===== config.mk =====
export PLATFORM = sky130hd
export DESIGN_NAME = adc_ddr_rx_align
export DESIGN_NICKNAME = d
export VERILOG_FILES = /design/src/rtl/adc_ddr_rx_align.sv
export SDC_FILE = /design/constraint.sdc
export NUM_CORES = 1
export LEC_CHECK = 0
export BUFFER_PORTS_ARGS = -buffer_cell sky130_fd_sc_hd__buf_2
export CAP_MARGIN = 10
export CORE_ASPECT_RATIO = 0.8
export CORE_MARGIN = 2
export CORE_UTILIZATION = 43
export DETAILED_ROUTE_END_ITERATION = 12
export SLEW_MARGIN = 10
export SYNTH_ARGS = -nofsm -noshare
export SYNTH_HDL_FRONTEND = slang
export SYNTH_SLANG_ARGS = --single-unit

===== constraint.sdc =====
create_clock -name clk_in -period 4.6 [get_ports clk_in]
set_input_delay 0.46 -clock clk_in [delete_from_list [all_inputs] [get_ports clk_in]]
set_output_delay 0.46 -clock clk_in [all_outputs]
set_load 0.01 [all_outputs]

===== src/rtl/adc_ddr_rx_align.sv =====
// rtl/adc_ddr_rx_align.sv - two-channel DDR sample rebuild, pattern training and loopback check
module adc_ddr_rx_align #(
  parameter int               WIDTH     = 14,
  parameter logic [WIDTH-1:0] PAT0      = 14'h1A5A,
  parameter logic [WIDTH-1:0] PAT1      = 14'h0DB6,
  parameter int               SETTLE    = 4,
  parameter int               TRAIN_CNT = 16,
  parameter int               ERR_W     = 16
) (
  input  logic             clk_in,
  input  logic             rst_in,
  input  logic [WIDTH-1:0] Q1_in,
  input  logic [WIDTH-1:0] Q2_in,
  input  logic             align_start_in,
  input  logic             check_en_in,
  output logic [WIDTH-1:0] ADC0_out,
  output logic [WIDTH-1:0] ADC1_out,
  output logic             valid_out,
  output logic             locked_out,
  output logic             fail_out,
  output logic [1:0]       cfg_out,
  output logic [ERR_W-1:0] err_cnt_out
);

  localparam int SW = $clog2(SETTLE + 1);
  localparam int MW = $clog2(TRAIN_CNT + 1);

  typedef enum logic [2:0] {
    ST_IDLE,
    ST_SETTLE,
    ST_CHECK,
    ST_LOCKED,
    ST_FAIL
  } state_t;

  state_t           state_q, state_d;
  logic [1:0]       cfg_q, cfg_d;
  logic [SW-1:0]    settle_q, settle_d;
  logic [MW-1:0]    match_q, match_d;
  logic [ERR_W-1:0] err_q, err_d;

  logic [WIDTH-1:0] q1_r, q2_r, q2_d;
  logic [WIDTH-1:0] pair_a, pair_b, ch0, ch1;
  logic             pair_ok;

  // cfg = {slip, swap}: slip pairs the previous falling word with the current rising word
  always_comb begin
    pair_a = q1_r;
    pair_b = q2_r;
    if (cfg_q[1]) begin
      pair_a = q2_d;
      pair_b = q1_r;
    end
    ch0 = pair_a;
    ch1 = pair_b;
    if (cfg_q[0]) begin
      ch0 = pair_b;
      ch1 = pair_a;
    end
  end

  assign pair_ok = (ADC0_out == PAT0) && (ADC1_out == PAT1);

  // Next-state logic: restart has priority over every other transition
  always_comb begin
    state_d  = state_q;
    cfg_d    = cfg_q;
    settle_d = settle_q;
    match_d  = match_q;
    err_d    = err_q;
    if (align_start_in) begin
      state_d  = ST_SETTLE;
      cfg_d    = 2'd0;
      settle_d = '0;
      match_d  = '0;
      err_d    = '0;
    end else begin
      case (state_q)
        ST_IDLE: begin
          state_d = ST_IDLE;
        end
        ST_SETTLE: begin
          if (settle_q == SW'(SETTLE - 1)) begin
            state_d  = ST_CHECK;
            settle_d = '0;
            match_d  = '0;
          end else begin
            settle_d = settle_q + 1'b1;
          end
        end
        ST_CHECK: begin
          if (pair_ok) begin
            match_d = match_q + 1'b1;
            if (match_q == MW'(TRAIN_CNT - 1)) begin
              state_d = ST_LOCKED;
            end
          end else if (cfg_q != 2'd3) begin
            cfg_d    = cfg_q + 2'd1;
            settle_d = '0;
            state_d  = ST_SETTLE;
          end else begin
            state_d = ST_FAIL;
          end
        end
        ST_LOCKED: begin
          if (check_en_in && !pair_ok && (err_q != {ERR_W{1'b1}})) begin
            err_d = err_q + 1'b1;
          end
        end
        ST_FAIL: begin
          state_d = ST_FAIL;
        end
        default: begin
          state_d = ST_IDLE;
        end
      endcase
    end
  end

  // Input capture, output alignment stage and control registers
  always_ff @(posedge clk_in) begin
    if (!rst_in) begin
      q1_r     <= '0;
      q2_r     <= '0;
      q2_d     <= '0;
      ADC0_out <= '0;
      ADC1_out <= '0;
      state_q  <= ST_IDLE;
      cfg_q    <= 2'd0;
      settle_q <= '0;
      match_q  <= '0;
      err_q    <= '0;
    end else begin
      q1_r     <= Q1_in;
      q2_r     <= Q2_in;
      q2_d     <= q2_r;
      ADC0_out <= ch0;
      ADC1_out <= ch1;
      state_q  <= state_d;
      cfg_q    <= cfg_d;
      settle_q <= settle_d;
      match_q  <= match_d;
      err_q    <= err_d;
    end
  end

  assign valid_out   = (state_q == ST_LOCKED);
  assign locked_out  = (state_q == ST_LOCKED);
  assign fail_out    = (state_q == ST_FAIL);
  assign cfg_out     = cfg_q;
  assign err_cnt_out = err_q;

endmodule


# [Word level (Yosys, flattened, before mapping)]
# Cells that the tools add are included.
# W data, S select, Z words.
[totals] register_bits=99 input_bits=32 out_inout_bits=49
[classes] addsub=4 n_eq_ne=18 n_mux=17 bitwise_logic=3 n_reduce_logical=12
[op_table] operator="$mux W14" n=4
[op_table] operator="$mux W3" n=7
[op_table] operator="$add A16 B1 Y16 const B" n=1
[op_table] operator="$ne A16 B16 Y1 const B" n=1
[op_table] operator="$reduce_and A3 Y1" n=5
[op_table] operator="$eq A14 B12 Y1 const B" n=1
[op_table] operator="$eq A14 B13 Y1 const B" n=1
[op_table] operator="$ne A2 B2 Y1 const B" n=6
[op_table] operator="$pmux W3 S4" n=1
[op_table] operator="$mux W5" n=2
[op_table] operator="$pmux W5 S2" n=1
[op_table] operator="$eq A3 B2 Y1 const B" n=3
[op_table] operator="$ne A3 B3 Y1 const B" n=2
[op_table] operator="$pmux W3 S2" n=1
[op_table] operator="$add A5 B1 Y5 const B" n=1
[op_table] operator="$eq A5 B4 Y1 const B" n=1
[op_table] operator="$ne A4 B4 Y1 const B" n=1
[op_table] operator="$add A3 B1 Y3 const B" n=1
[op_table] operator="$eq A3 B1 Y1 const B" n=1
[op_table] operator="$eq A3 B3 Y1 const B" n=1
[op_table] operator="$logic_and A1 B1 Y1" n=3
[op_table] operator="$not A1 Y1" n=3
[op_table] operator="$add A2 B1 Y2 const B" n=1
[op_table] operator="$reduce_and A2 Y1" n=1
[op_table] operator="other kinds (4)" n=4

# [Longest topological paths before layout]
# Gate-level depths: netlist (run 1).
[logic_depth] word_depth=6 ltp_mapped=7

# [Worst setup path after synthesis (run 1)]
# OpenSTA, ideal clock, no wires.
[synth_timing] path_kind="register -> register" from="register ADC0_out[4]" to="register match_q[4]" arrival_ns=1.744 required_ns=4.535 slack_ns=2.791 stages_incl_launch_ff=6 path_buffers=0 period_less_slack_ns=1.809 cell_sequence="dfxtp_1 > nor4bb_1 > nand4_2 > nor4_4 > mux2_2 > nor2_1"
[synth_via] elab_chain_len=4
[synth_rtl] element="from (decl)" line_no="16" source="output logic [WIDTH-1:0] ADC0_out,"
[synth_rtl] element="from (signal assigned)" line_no="137" source="ADC0_out <= ch0;"
[synth_rtl] element="$eq A14 B13 Y1" line_no="62" source="assign pair_ok = (ADC0_out == PAT0) && (ADC1_out == PAT1);"
[synth_rtl] element="$logic_and A1 B1 Y1" line_no="62"
[synth_rtl] element="$ne A2 B2 Y1 (no source line)"
[synth_rtl] element="$reduce_and A3 Y1 (no source line)"
[synth_rtl] element="to (signal assigned)" line_no="142" source="match_q <= match_d;"
[synth_rtl] element="to (decl)" line_no="39" source="logic [MW-1:0] match_q, match_d;"
# Every way passes these cells.
# A chain may end at the register's enable or synchronous reset.

# [Final worst setup path (run 1)]
[layout_timing] from="register cfg_q[0] (netlist: cfg_out[0])" to="output cfg_out[0]"
[layout_lines] element="from (decl)" line_no="37" source="logic [1:0] cfg_q, cfg_d;"
[layout_lines] element="from (signal assigned)" line_no="140" source="cfg_q <= cfg_d;"
[layout_lines] element="to (decl)" line_no="21" source="output logic [1:0] cfg_out,"
# No word-level cell between the ends.

==> impl_metrics.csv, run 1 <==
group,metric,value,unit
outcome,status,"completed",
finish,final_net_count,548,
setup_path,critical_path.max_fanout,30,
floorplan,rows,33,
timing,finClkSkew,0.00452,ns
hold_path,hp-class,"input port to flip-flop",
finish,fillers,955,
yosys,synthMuxAreaShare,14.4,%
yosys,ys_warn_count,0,
clock_tree,clkTransAtPathRegs,0.07,ns
setup_path,cp_num_buf_inv,2,
route,detailroute.via_count,3379,
finish,multi_input_area,2310,um2
timing,worst_pin_slew,1.11,ns
global_routing,grtUsageTotal,18.3,%
route,route.detailed.drc,0,
yosys,synthAdderAreaFrac,1.41,%
floorplan,initial_utilization,43.8,%
clock_tree,cts_buffers,9,
timing,rsz0062_at_grt,"false",
setup_path,slowest_delay,0.83,ns
yosys,synth_edf_count,0,
yosys,syn-instance-count,443,
global_routing,grt_max_degree,75,
setup_path,critPathSlowestCell,"dfxtp_2",
timing,maxSlewHeadroom,26.1,%
yosys,synth_area,4430,um2
global_routing,antenna_found_initial,0,
clock_tree,clk_root_buffer_cell,"clkbuf_16",
timing,fin_setup_tns,0,ns
yosys,synth_area_leaders,"dfxtp_1, mux2_2, mux2i_1",
floorplan,top_level_ports,81,
finish,drive_gt1_share,26.9,%
timing,fmax,421,MHz
global_routing,overflow,0,
floorplan,die_h,94.8,um
setup_path,r2r_slack,2.44,ns
power_and_ir_drop,powerDensity,344,nW/um2
place,portBuffers,80,
place,dpl_cell_area,4910,um2
clock_tree,postCtsResizedCells,0,
timing,finalSetupViolCount,0,
power_and_ir_drop,power_leakage,2.27,nW
finish,diodes,0,
clock_tree,clock-sinks,99,
yosys,yosysSeqAreaShare,44.8,%
setup_path,cp_data_arrival_time,1.92,ns
clock_tree,holdBufCountCts,0,
yosys,synth_nets,480,
yosys,yosys.area.top_type,"dfxtp_1",
yosys,synth_top_area_share,44.8,%
clock_tree,htreeDepth,3,
timing,hold-worst-slack,0.318,ns
yosys,synthSimpleGateAreaFrac,23.2,%
finish,fin_area,5220,um2
finish,layout.cells.non_filler,656,
timing,finalMaxSlewViolations,0,
yosys,synth_xor_area_share,0.198,%
setup_path,end_kind,"output port",
finish,synthToLayoutAreaGrowth,17.9,%
finish,fin_util,51.6,%
timing,fin_crit_sh,51.6,%
yosys,synthArstFlopShare,0,%
finish,regArea,1980,um2
yosys,synth_cell_types,48,
route,first_iter_violations,159,
clock_tree,cts_buffer_depth,2,
run,max-cap-violations,0,
yosys,ys.flop_type,"dfxtp_1",
yosys,synth_top_family_by_area,"simple AND/OR/NAND/NOR gates",
clock_tree,insertion_delay,0.34,ns
route,wl_per_cell,14.8,um
route,antenna_left,0,
setup_path,crit_chain,"buf_4 > buf_2",
power_and_ir_drop,max-vdd-ir-drop,190,uV
setup_path,crit_family,"flip-flops",
global_routing,grt_pass1_wl,16200,um
floorplan,core-area,10100,um2
setup_path,crit_type,"flip-flop to output port",
route,wl,9700,um
place,place.gp.congestion,0.837,
floorplan,die_w,117,um
setup_path,cp_data_required_time,4.14,ns
route,first_pass_iters,4,
place,place_inst,640,
place,place_ws,2.20,ns
global_routing,first_global_vias,3264,
yosys,syn_area_per_cell,10.0,um2
power_and_ir_drop,power,1.80,mW
clock_tree,cts_setup_buffers,0,
yosys,ys_ff_latch,99,
timing,period_minus_slack,2.38,ns
floorplan,die_area,11100,um2
yosys,synth_compound_area_share,12.9,%
timing,hold_viol_final,0,
route,via_per_inst,5.15,
setup_path,cp-start-kind,"flip-flop",
timing,finalWorstSetupSlack,2.22,ns
place,dp_hpwl,6580,um
clock_tree,cts_tree,"done",
-- path summary, 6_finish.rpt --
check | from | endpoint | cells after the start
setup / recovery | cfg_out[0] | cfg_out[0] | 2
hold / removal | Q2_in[12] | q2_r[12] | 2
setup reg to reg | cfg_out[1] | state_q[2] | 4
hold reg to reg | settle_q[2] | settle_q[2] | 2
-- cells in the final DEF (no fill, tap or decap), drive strengths merged, types with 11 or more instances in the layout --
| cell type | instances |
|---|---|
| a21oi | 18 |
| and2 | 43 |
| buf | 82 |
| clkbuf | 11 |
| dfxtp | 99 |
| mux2 | 29 |
| mux2i | 31 |
| nand2 | 44 |
| nand3 | 14 |
| nor2 | 13 |
| o211a | 28 |
-- cell families (layout without fill, tap and decap cells) --
family	count (synthesis)	after routing
flip-flops	99	99
AO/OA/AOI/OAI	73	73
AND/OR/NAND/NOR	173	173
multiplexers	60	60
buffers and inverters	32	105
adder cells (fa/ha/maj)	5	5
XOR/XNOR	1	1
-- Yosys cell counts, drive strengths merged, types with 10 or more instances --
cell    number
nor2        13
o211a       28
mux2i       31
clkbuf      19
nand2       44
a21oi       18
or4         10
dfxtp       99
and2        43
nand3       14
mux2        29
o21ai       10
-- layer usage --
layer	GRT usage (%)	vias to the layer above	part of all wire, %
met4	7.83	0	1.9
met2	28.8	51	44
met3	4.71	15	3.4
met1	24.1	1575	51
met5	0	-	0
li1	-	1738	-
-- worst reg2reg max path, stage by stage (launching register included) --
cell      delay [ns]
dfxtp_2         1.00
ha_1            0.29
inv_1           0.07
or4_1           0.47
a211oi_1        0.24
-- sequential cells by signal, summed over array words and instances (netlist names) --
register	flops
cfg_out	2
err_cnt_out	16
q2_d	14
ADC0_out	14
ADC1_out	14
q1_r	14
q2_r	14
state_q	3
match_q	5
settle_q	3
-- layout make-up --
type,instances,share of cell area (%)
well taps,140,3.35
clock inverters,5,1.15
inverters,7,0.503
clock buffers,11,4.84
repair buffers,82,7.96
flip-flops and latches,99,38.0
multi-input cells,312,44.2
-- power by group --
group | internal, mW | total, mW | switching [mW]
combinational | 0.0550 | 0.102 | 0.0472
sequential | 0.888 | 0.915 | 0.0271
clock | 0.453 | 0.780 | 0.327
total | 1.40 | 1.80 | 0.401
Note: power is estimated with default switching activity, not from simulation.
==> run 2, diff against run 1 <==
==> constraint.sdc (replaced) <==
create_clock -name clk_in -period 2.2 [get_ports clk_in]
set_input_delay 0.22 -clock clk_in [delete_from_list [all_inputs] [get_ports clk_in]]
set_output_delay 0.22 -clock clk_in [all_outputs]
set_load 0.01 [all_outputs]
==> impl_metrics.csv, run 2 (synthesized netlist as in run 1, its figures left out) <==
group,metric,value,unit
floorplan,rows,33,
setup_path,critical_path.max_fanout,19,
timing,hold-worst-slack,0.0826,ns
setup_path,slowest_delay,0.51,ns
global_routing,first_global_vias,3114,
finish,final_common_cell,"dfxtp_1",
floorplan,core-area,10100,um2
place,place.gp.congestion,0.785,
setup_path,cp_data_arrival_time,2.17,ns
global_routing,grt_pass1_wl,15800,um
timing,hold_viol_final,0,
run,max-cap-violations,0,
setup_path,cp_data_required_time,2.42,ns
setup_path,crit_start,"ADC1_out[0]",
floorplan,die_area,11100,um2
floorplan,die_h,94.8,um
power_and_ir_drop,sw_frac_of_total,22.4,%
finish,multi_input_area,2310,um2
finish,synthToLayoutAreaGrowth,19.1,%
global_routing,antenna_found_initial,0,
finish,diodes,0,
clock_tree,cts_tree,"done",
place,place_inst,647,
route,first_pass_iters,4,
place,dpl_cell_area,4960,um2
clock_tree,clock-sinks,99,
clock_tree,cts_setup_buffers,0,
timing,finClkSkew,0.00380,ns
power_and_ir_drop,seqPwrFrac,50.8,%
route,via_per_inst,5.17,
finish,layout.cells.non_filler,663,
timing,fin_crit_sh,88.8,%
timing,finalMaxSlewViolations,0,
setup_path,cp-start-kind,"flip-flop",
timing,fin_setup_tns,0,ns
power_and_ir_drop,clockPowerShare,43.4,%
route,wl,9620,um
power_and_ir_drop,power_leakage,2.30,nW
global_routing,grt_max_degree,73,
power_and_ir_drop,powerDensity,713,nW/um2
clock_tree,cts_buffers,9,
setup_path,reg2regPathDepth,5,
clock_tree,holdBufCountCts,0,
setup_path,r2r-end,"err_cnt_out[5]",
clock_tree,htreeDepth,3,
clock_tree,clkTransAtPathRegs,0.07,ns
place,dp_hpwl,6660,um
global_routing,overflow,0,
timing,rsz0062_at_grt,"false",
clock_tree,clk_root_buffer_cell,"clkbuf_16",
finish,regArea,1980,um2
setup_path,cp-endpoint,"err_cnt_out[5]",
timing,maxSlewHeadroom,57.4,%
finish,layout_common_cells,"dfxtp_1, buf_2, nand2_1",
route,route.detailed.drc,0,
clock_tree,cts_buffer_depth,2,
route,antenna_left,0,
finish,drive_gt1_share,27.9,%
finish,fillers,966,
finish,final_net_count,555,
setup_path,crit_chain,"nor4b_1 > nand3_1 > o21ai_4 > nor4_1 > mux2i_1",
setup_path,crit_type,"flip-flop to flip-flop",
floorplan,initial_utilization,43.8,%
hold_path,hp-class,"input port to flip-flop",
clock_tree,insertion_delay,0.34,ns
route,detailroute.via_count,3427,
finish,fin_area,5280,um2
setup_path,end_kind,"flip-flop",
clock_tree,postCtsResizedCells,0,
floorplan,top_level_ports,81,
setup_path,r2r_slack,0.25,ns
setup_path,critPathSlowestCell,"o21ai_4",
power_and_ir_drop,max-vdd-ir-drop,395,uV
finish,largest_register_ffs,16,
floorplan,die_w,117,um
route,first_iter_violations,226,
route,wl_per_cell,14.5,um
place,portBuffers,80,
power_and_ir_drop,switching_power,844,uW
power_and_ir_drop,p_int,2.92,mW
timing,fmax,512,MHz
global_routing,grtUsageTotal,17.8,%
outcome,status,"completed",
timing,period_minus_slack,1.95,ns
timing,worst_pin_slew,0.640,ns
power_and_ir_drop,pwr-share-comb,5.8,%
timing,finalSetupViolCount,0,
setup_path,rr_startpoint,"ADC1_out[0]",
[run 2: final cells by class]
type                       instances  area share (%)
multi-input combinational        312            43.7
sequential                        99            37.6
timing repair buffer              89            8.87
clock buffer                      11            4.79
tap                              140            3.32
clock inverter                     5            1.16
inverter                           7           0.498
[run 2: critical path: cells and delay by family, from the launching register on]
family          cells  cell delay, ns
mux                 1            0.14
compound gates      1            0.51
flops               1            0.33
simple gates        3            0.86
[run 2: per-layer routing]
layer,vias to the layer above,GRT usage (%),wire (um)
li1,1754,-,-
met1,1605,24.9,4940
met2,57,27.1,4200
met3,11,4.71,369
met4,0,5.12,117
met5,-,0,0
[run 2: power by group through the flow]
stage | Clock [mW] | Sequential [mW] | Combinational (mW)
after global routing | 1.75 | 1.92 | 0.244
after CTS | 1.67 | 1.91 | 0.222
final | 1.63 | 1.91 | 0.219
after detailed placement | 0 | 1.95 | 0.220
after floorplan | 0 | 1.94 | 0.134
after global placement | 0 | 1.95 | 0.218
[run 2: metrics by stage]
stage               worst slack (ns)  utilization, %  total power [mW]
finish                         0.246            52.1              3.76
global route                  0.0421            52.1              3.91
CTS                            0.245            52.1              3.80
detailed placement             0.254            49.0              2.17
global placement               0.358            49.0              2.16
floorplan                      0.391               -              2.08
[run 2: how the worst min path moves through the flow]
stage,startpoint,endpoint,slack (ns),cells past startpoint
floorplan,Q1_in[0],q1_r[0],0.35,1
global placement,settle_q[2],settle_q[2],0.42,2
detailed placement,Q1_in[10],q1_r[10],0.43,2
CTS,Q2_in[12],q2_r[12],0.07,2
global route,Q2_in[10],q2_r[10],0.07,2
finish,Q2_in[12],q2_r[12],0.08,2
